**src/rtl/gpio_sample_bridge.sv**
```systemverilog
// rtl/gpio_sample_bridge.sv - GPIO synchroniser/debouncer with request or change sampling into a sequence-tagged FIFO
// Optional timestamp field enabled by defining GPIO_SAMPLE_TS_EN.
module gpio_sample_bridge #(
    parameter int IN_W       = 8,
    parameter int DATA_W     = 32,
    parameter int DEB_CYC    = 16,
    parameter int FIFO_DEPTH = 4
) (
    input  logic                          clk,
    input  logic                          rst,
    input  logic [IN_W-1:0]               gpio_in,
    input  logic                          mode,
    input  logic                          req,
    output logic                          out_valid,
    input  logic                          out_ready,
    output logic [DATA_W-1:0]             out_data,
    output logic [$clog2(FIFO_DEPTH):0]   fifo_count,
    output logic                          overflow,
    input  logic                          clr_overflow
);

    localparam int AW   = $clog2(FIFO_DEPTH);
    localparam int CW   = AW + 1;
    localparam int CNTW = $clog2(DEB_CYC + 1);

`ifdef GPIO_SAMPLE_TS_EN
    if (DATA_W < IN_W + 24) begin : g_width_chk
        $error("gpio_sample_bridge: DATA_W must be >= IN_W+24 with timestamps");
    end
`else
    if (DATA_W < IN_W + 8) begin : g_width_chk
        $error("gpio_sample_bridge: DATA_W must be >= IN_W+8");
    end
`endif

    typedef enum logic {IDLE, HELD} state_t;

    logic [IN_W-1:0]   sync1, sync_val, deb_val;
    logic [CNTW-1:0]   deb_cnt;
    logic              deb_chg;
    state_t            state, state_nxt;
    logic              ev_req, ev, push, pop, full;
    logic [7:0]        seq;
    logic [AW-1:0]     wr_ptr, rd_ptr;
    logic [CW-1:0]     count;
    logic [DATA_W-1:0] mem [FIFO_DEPTH];
    logic [DATA_W-1:0] word;

    // The counter restarts on the edge that loads a new sync_val, so a clean
    // step is accepted DEB_CYC+2 edges after it reaches gpio_in.
    always_ff @(posedge clk or posedge rst) begin
        if (rst) begin
            sync1    <= '0;
            sync_val <= '0;
            deb_val  <= '0;
            deb_cnt  <= '0;
            deb_chg  <= 1'b0;
        end else begin
            sync1    <= gpio_in;
            sync_val <= sync1;
            deb_chg  <= 1'b0;
            if (sync1 != sync_val || sync_val == deb_val) begin
                deb_cnt <= '0;
            end else if (deb_cnt == CNTW'(DEB_CYC - 1)) begin
                deb_val <= sync_val;
                deb_cnt <= '0;
                deb_chg <= 1'b1;
            end else begin
                deb_cnt <= deb_cnt + CNTW'(1);
            end
        end
    end

    always_ff @(posedge clk or posedge rst) begin
        if (rst) state <= IDLE;
        else     state <= state_nxt;
    end

    always_comb begin
        state_nxt = state;
        ev_req    = 1'b0;
        if (mode) begin
            state_nxt = IDLE;
        end else begin
            case (state)
                IDLE: if (req) begin
                    ev_req    = 1'b1;
                    state_nxt = HELD;
                end
                HELD: if (!req) state_nxt = IDLE;
                default: state_nxt = IDLE;
            endcase
        end
    end

    assign ev = mode ? deb_chg : ev_req;

`ifdef GPIO_SAMPLE_TS_EN
    logic [15:0] ts;
    always_ff @(posedge clk or posedge rst) begin
        if (rst) ts <= '0;
        else     ts <= ts + 16'd1;
    end
`endif

    always_comb begin
        word                  = '0;
        word[IN_W-1:0]        = deb_val;
        word[DATA_W-1 -: 8]   = seq;
`ifdef GPIO_SAMPLE_TS_EN
        word[IN_W +: 16]      = ts;
`endif
    end

    assign out_valid  = (count != '0);
    assign full       = (count == CW'(FIFO_DEPTH));
    assign pop        = out_valid & out_ready;
    assign push       = ev & (~full | pop);
    assign out_data   = out_valid ? mem[rd_ptr] : '0;
    assign fifo_count = count;

    always_ff @(posedge clk) begin
        if (push) mem[wr_ptr] <= word;
    end

    always_ff @(posedge clk or posedge rst) begin
        if (rst) begin
            wr_ptr   <= '0;
            rd_ptr   <= '0;
            count    <= '0;
            seq      <= '0;
            overflow <= 1'b0;
        end else begin
            if (ev)   seq    <= seq + 8'd1;
            if (push) wr_ptr <= wr_ptr + AW'(1);
            if (pop)  rd_ptr <= rd_ptr + AW'(1);
            if (push && !pop)      count <= count + CW'(1);
            else if (pop && !push) count <= count - CW'(1);
            // A drop in the same cycle as a clear must stay visible.
            if (ev && full && !pop) overflow <= 1'b1;
            else if (clr_overflow)  overflow <= 1'b0;
        end
    end

endmodule

```
**config.mk**
```make
export PLATFORM = sky130hd
export DESIGN_NAME = gpio_sample_bridge
export DESIGN_NICKNAME = d
export VERILOG_FILES = /design/src/rtl/gpio_sample_bridge.sv
export SDC_FILE = /design/constraint.sdc
export NUM_CORES = 1
export LEC_CHECK = 0
export BUFFER_PORTS_ARGS = -buffer_cell sky130_fd_sc_hd__buf_2
export CAP_MARGIN = 20
export CELL_PAD_IN_SITES_DETAIL_PLACEMENT = 0
export CELL_PAD_IN_SITES_GLOBAL_PLACEMENT = 1
export CORE_AREA = 3 3 105 107
export CTS_CLUSTER_DIAMETER = 100
export DETAILED_ROUTE_END_ITERATION = 7
export DIE_AREA = 0 0 108 110
export PLACE_DENSITY = 0.77
export SETUP_SLACK_MARGIN = 0.05
export SLEW_MARGIN = 20
export SYNTH_ARGS = -nofsm -noshare
export SYNTH_HDL_FRONTEND = slang
export SYNTH_SLANG_ARGS = --single-unit
```
**constraint.sdc**
```tcl
create_clock -name clk -period 2.7 [get_ports clk]
set_input_delay 0.135 -clock clk [delete_from_list [all_inputs] [get_ports clk]]
set_output_delay 0.135 -clock clk [all_outputs]
set_load 0.05 [all_outputs]
```
==> impl_metrics.csv <==
group,metric,value,unit
status,status,"completed",
synth,synth_area,4480,um2
synth,synth-seq-cells,111,
hold_path,hp-start,"req",
synth,synth-seq-area-share,0.691,
critical_path,critPathBufInv,2,
cts,worstSkewPairLatency,360,ps
synth,synth_top_area_cell,"edfxtp_1",
global_routing,grt_pass1_wl,11700,um
global_routing,grt_use_met1,0.173,
critical_path,required,2570,ps
place,io_buffers,34,
synth,synthXorXnorAreaFrac,0.0606,
cts,cts-root-buf,"clkbuf_8",
cts,cts_tree,"yes",
detailed_routing,dr.pass1.iters,4,
cells_and_area,layout_commonest_cell,"edfxtp_1",
cts,h-tree-depth,3,
cells_and_area,finalCoreUtilization,0.503,
global_routing,grt.overflow.total,0,
critical_path,reg2reg_depth,7,
critical_path,cpMaxStageDelayCell,"dfrtp_1",
sta,fin_tns_setup,0,ps
critical_path,crit_type,"reg2out",
detailed_routing,vias,2208,
synth,synth_top_family_by_area,"multiplexers",
sta,period_share,0.843,
pwr,powerDensity,946,nW/um2
critical_path,path_depth,4,
floorplanning,start_util,0.438,
floorplanning,core-area,10200,um2
critical_path,slowest_delay,650,ps
global_routing,grt_util_met3,0.0250,
critical_path,cp.arrival,2140,ps
detailed_routing,drt_iter0_drc,102,
critical_path,crit_family,"flip-flops",
synth,yosys-top-cells-area,"edfxtp_1, dfrtp_1, mux4_2, xnor2_1, and2_1",
synth,synth-simple-area-share,0.0606,
floorplanning,die-width,108,um
cts,cts_buffers,9,
place,gp_congestion,0.704,
cells_and_area,drive_gt1_frac,0.277,
floorplanning,die_h,110,um
cts,clk_pin_slew,110,ps
critical_path,crit_fanout,12,
pwr,ir_worst_vdd,0.600,mV
global_routing,antenna_found_initial,0,
sta,setup_viol_count_final,0,
floorplanning,row_count,37,
synth,yosysTopAreaCellShare,0.429,
critical_path,end_kind,"output port",
global_routing,grt_busiest_layer,"met2",
critical_path,worstSetupStartpointType,"register",
place,hpwl,4610,um
global_routing,grt_usage,0.131,
sta,hold_viol,0,
sta,slew_viol_final,0,
cells_and_area,layout_common_cells,"edfxtp_1, dfrtp_1, buf_2, and2_1, xnor2_1",
synth,syn_area_per_cell,17.0,um2
detailed_routing,drtAntennaViolNets,0,
sta,relSlewSlack,0.457,
sta,timing.final.crit_period,2280,ps
critical_path,r2r-end,"fifo_count[1]$_DFFE_PP0P_",
global_routing,use_met2,0.210,
sta,fin_skew,11.6,ps
critical_path,rr_startpoint,"fifo_count[0]$_DFFE_PP0P_",
sta,tightest_slew,813,ps
critical_path,crit_chain,"buf_12, mux4_2, and2_1, buf_2",
detailed_routing,vias_per_cell,4.76,
global_routing,grt_pass1_vias,2278,
critical_path,crit_start,"rd_ptr[0]$_DFFE_PP0N_",
synth,synth_cell_types,31,
floorplanning,io_pins,51,
detailed_routing,drc,0,
run,maxCapViolCount,0,
global_routing,grt_max_degree,48,
critical_path,r2r_slack,510,ps
cells_and_area,antenna_cells,0,
sta,max_freq,439,MHz
hold_path,min_path_type,"in2reg",
detailed_routing,drt_wl_total,7140,um
synth,synthMuxAreaShare,0.108,
synth,synth-compound-area-share,0.0176,
synth,ys_warn_count,0,
pwr,p_leak,2.08,nW
floorplanning,dieArea,11900,um2
synth,synthesis.instances,263,
cts,cts.sinks,111,
synth,synthAdderAreaFrac,0.0240,
detailed_routing,post_drt_wl_per_cell,15.4,um
cells_and_area,nets,345,
cells_and_area,area_growth,14.7,%
cts,post_cts_resized,0,
cts,clock_path_buffers,2,
critical_path,endpoint,"out_data[7]",
sta,rsz0062_at_grt,"no",
==> Yosys cell counts, drive strengths merged <==
cell,count
xnor2,18
conb,1
a2111oi,1
nor2b,1
dfrtp,47
nor4,2
nand4,2
nand2,4
o21ai,3
mux2,11
a211o,1
nand3,3
clkbuf,4
mux4,16
fa,1
edfxtp,64
and2,21
nor3b,1
or3,1
inv,6
and3,1
nor4b,1
buf,18
nor3,2
ha,7
nor2,9
xor2,13
or2,1
o2111ai,3
==> worst min path at each step <==
stage                          to  cells past startpoint
2_1_floorplan  sync1[0]$_DFF_PP0_                      0
3_3_place_gp   sync1[2]$_DFF_PP0_                      1
3_5_place_dp   sync1[2]$_DFF_PP0_                      1
4_1_cts           state$_DFF_PP0_                      2
5_1_grt           state$_DFF_PP0_                      2
6_report          state$_DFF_PP0_                      2
==> flip-flops by register name (all words and copies together) (netlist names) <==
register    flops
seq             8
overflow        1
state           1
wr_ptr          2
deb_chg         1
sync_val        8
fifo_count      3
deb_cnt         5
mem            64
sync1           8
rd_ptr          2
deb_val         8
==> layer usage <==
metal	vias to the layer above	wire length (um)
met4	0	190
li1	1039	-
met3	16	295
met5	-	0
met1	1098	3200
met2	55	3450
==> layout make-up <==
cell class / count / area, um2
inverter: 6 / 23.8
sequential: 111 / 3100
multi-input combinational: 139 / 1270
clock buffer: 9 / 124
timing repair buffer: 56 / 375
fill: 871 / 5090
tap: 136 / 170
clock inverter: 7 / 78.8
==> stage by stage <==
stage                     hold slack, ps  total power, W  cells  setup WS (ps)  instance area [um2]
final                               37.6         0.00487    464            424                 5140
after detailed placement             244         0.00393    437            517                 4830
after floorplan                      166         0.00352    278            372                 4540
after global routing                29.1         0.00513    464            273                 5140
after global placement               242         0.00390    437            582                 4830
after CTS                           18.3         0.00494    463            360                 5130
==> what timing repair did <==
item	CTS	global route
setup buffers	0	0
endpoints found under the setup margin	0	0
hold endpoints to repair	10	47
hold buffers	10	1
==> power breakdown <==
part | total [W] | switching, W | leakage (nW) | internal, W
sequential | 0.00221 | 0.000200 | 1.23 | 0.00201
combinational | 0.00166 | 0.00107 | 0.755 | 0.000589
clock | 0.000999 | 0.000558 | 0.0998 | 0.000441
==> cell families after synthesis <==
family	count (synthesis)
AO/OA/AOI/OAI	8
XOR/XNOR	31
adder cells (fa/ha/maj)	8
buffers and inverters	28
flip-flops	111
multiplexers	27
other	1
AND/OR/NAND/NOR	49
Note: power is estimated with default switching activity, not from simulation.
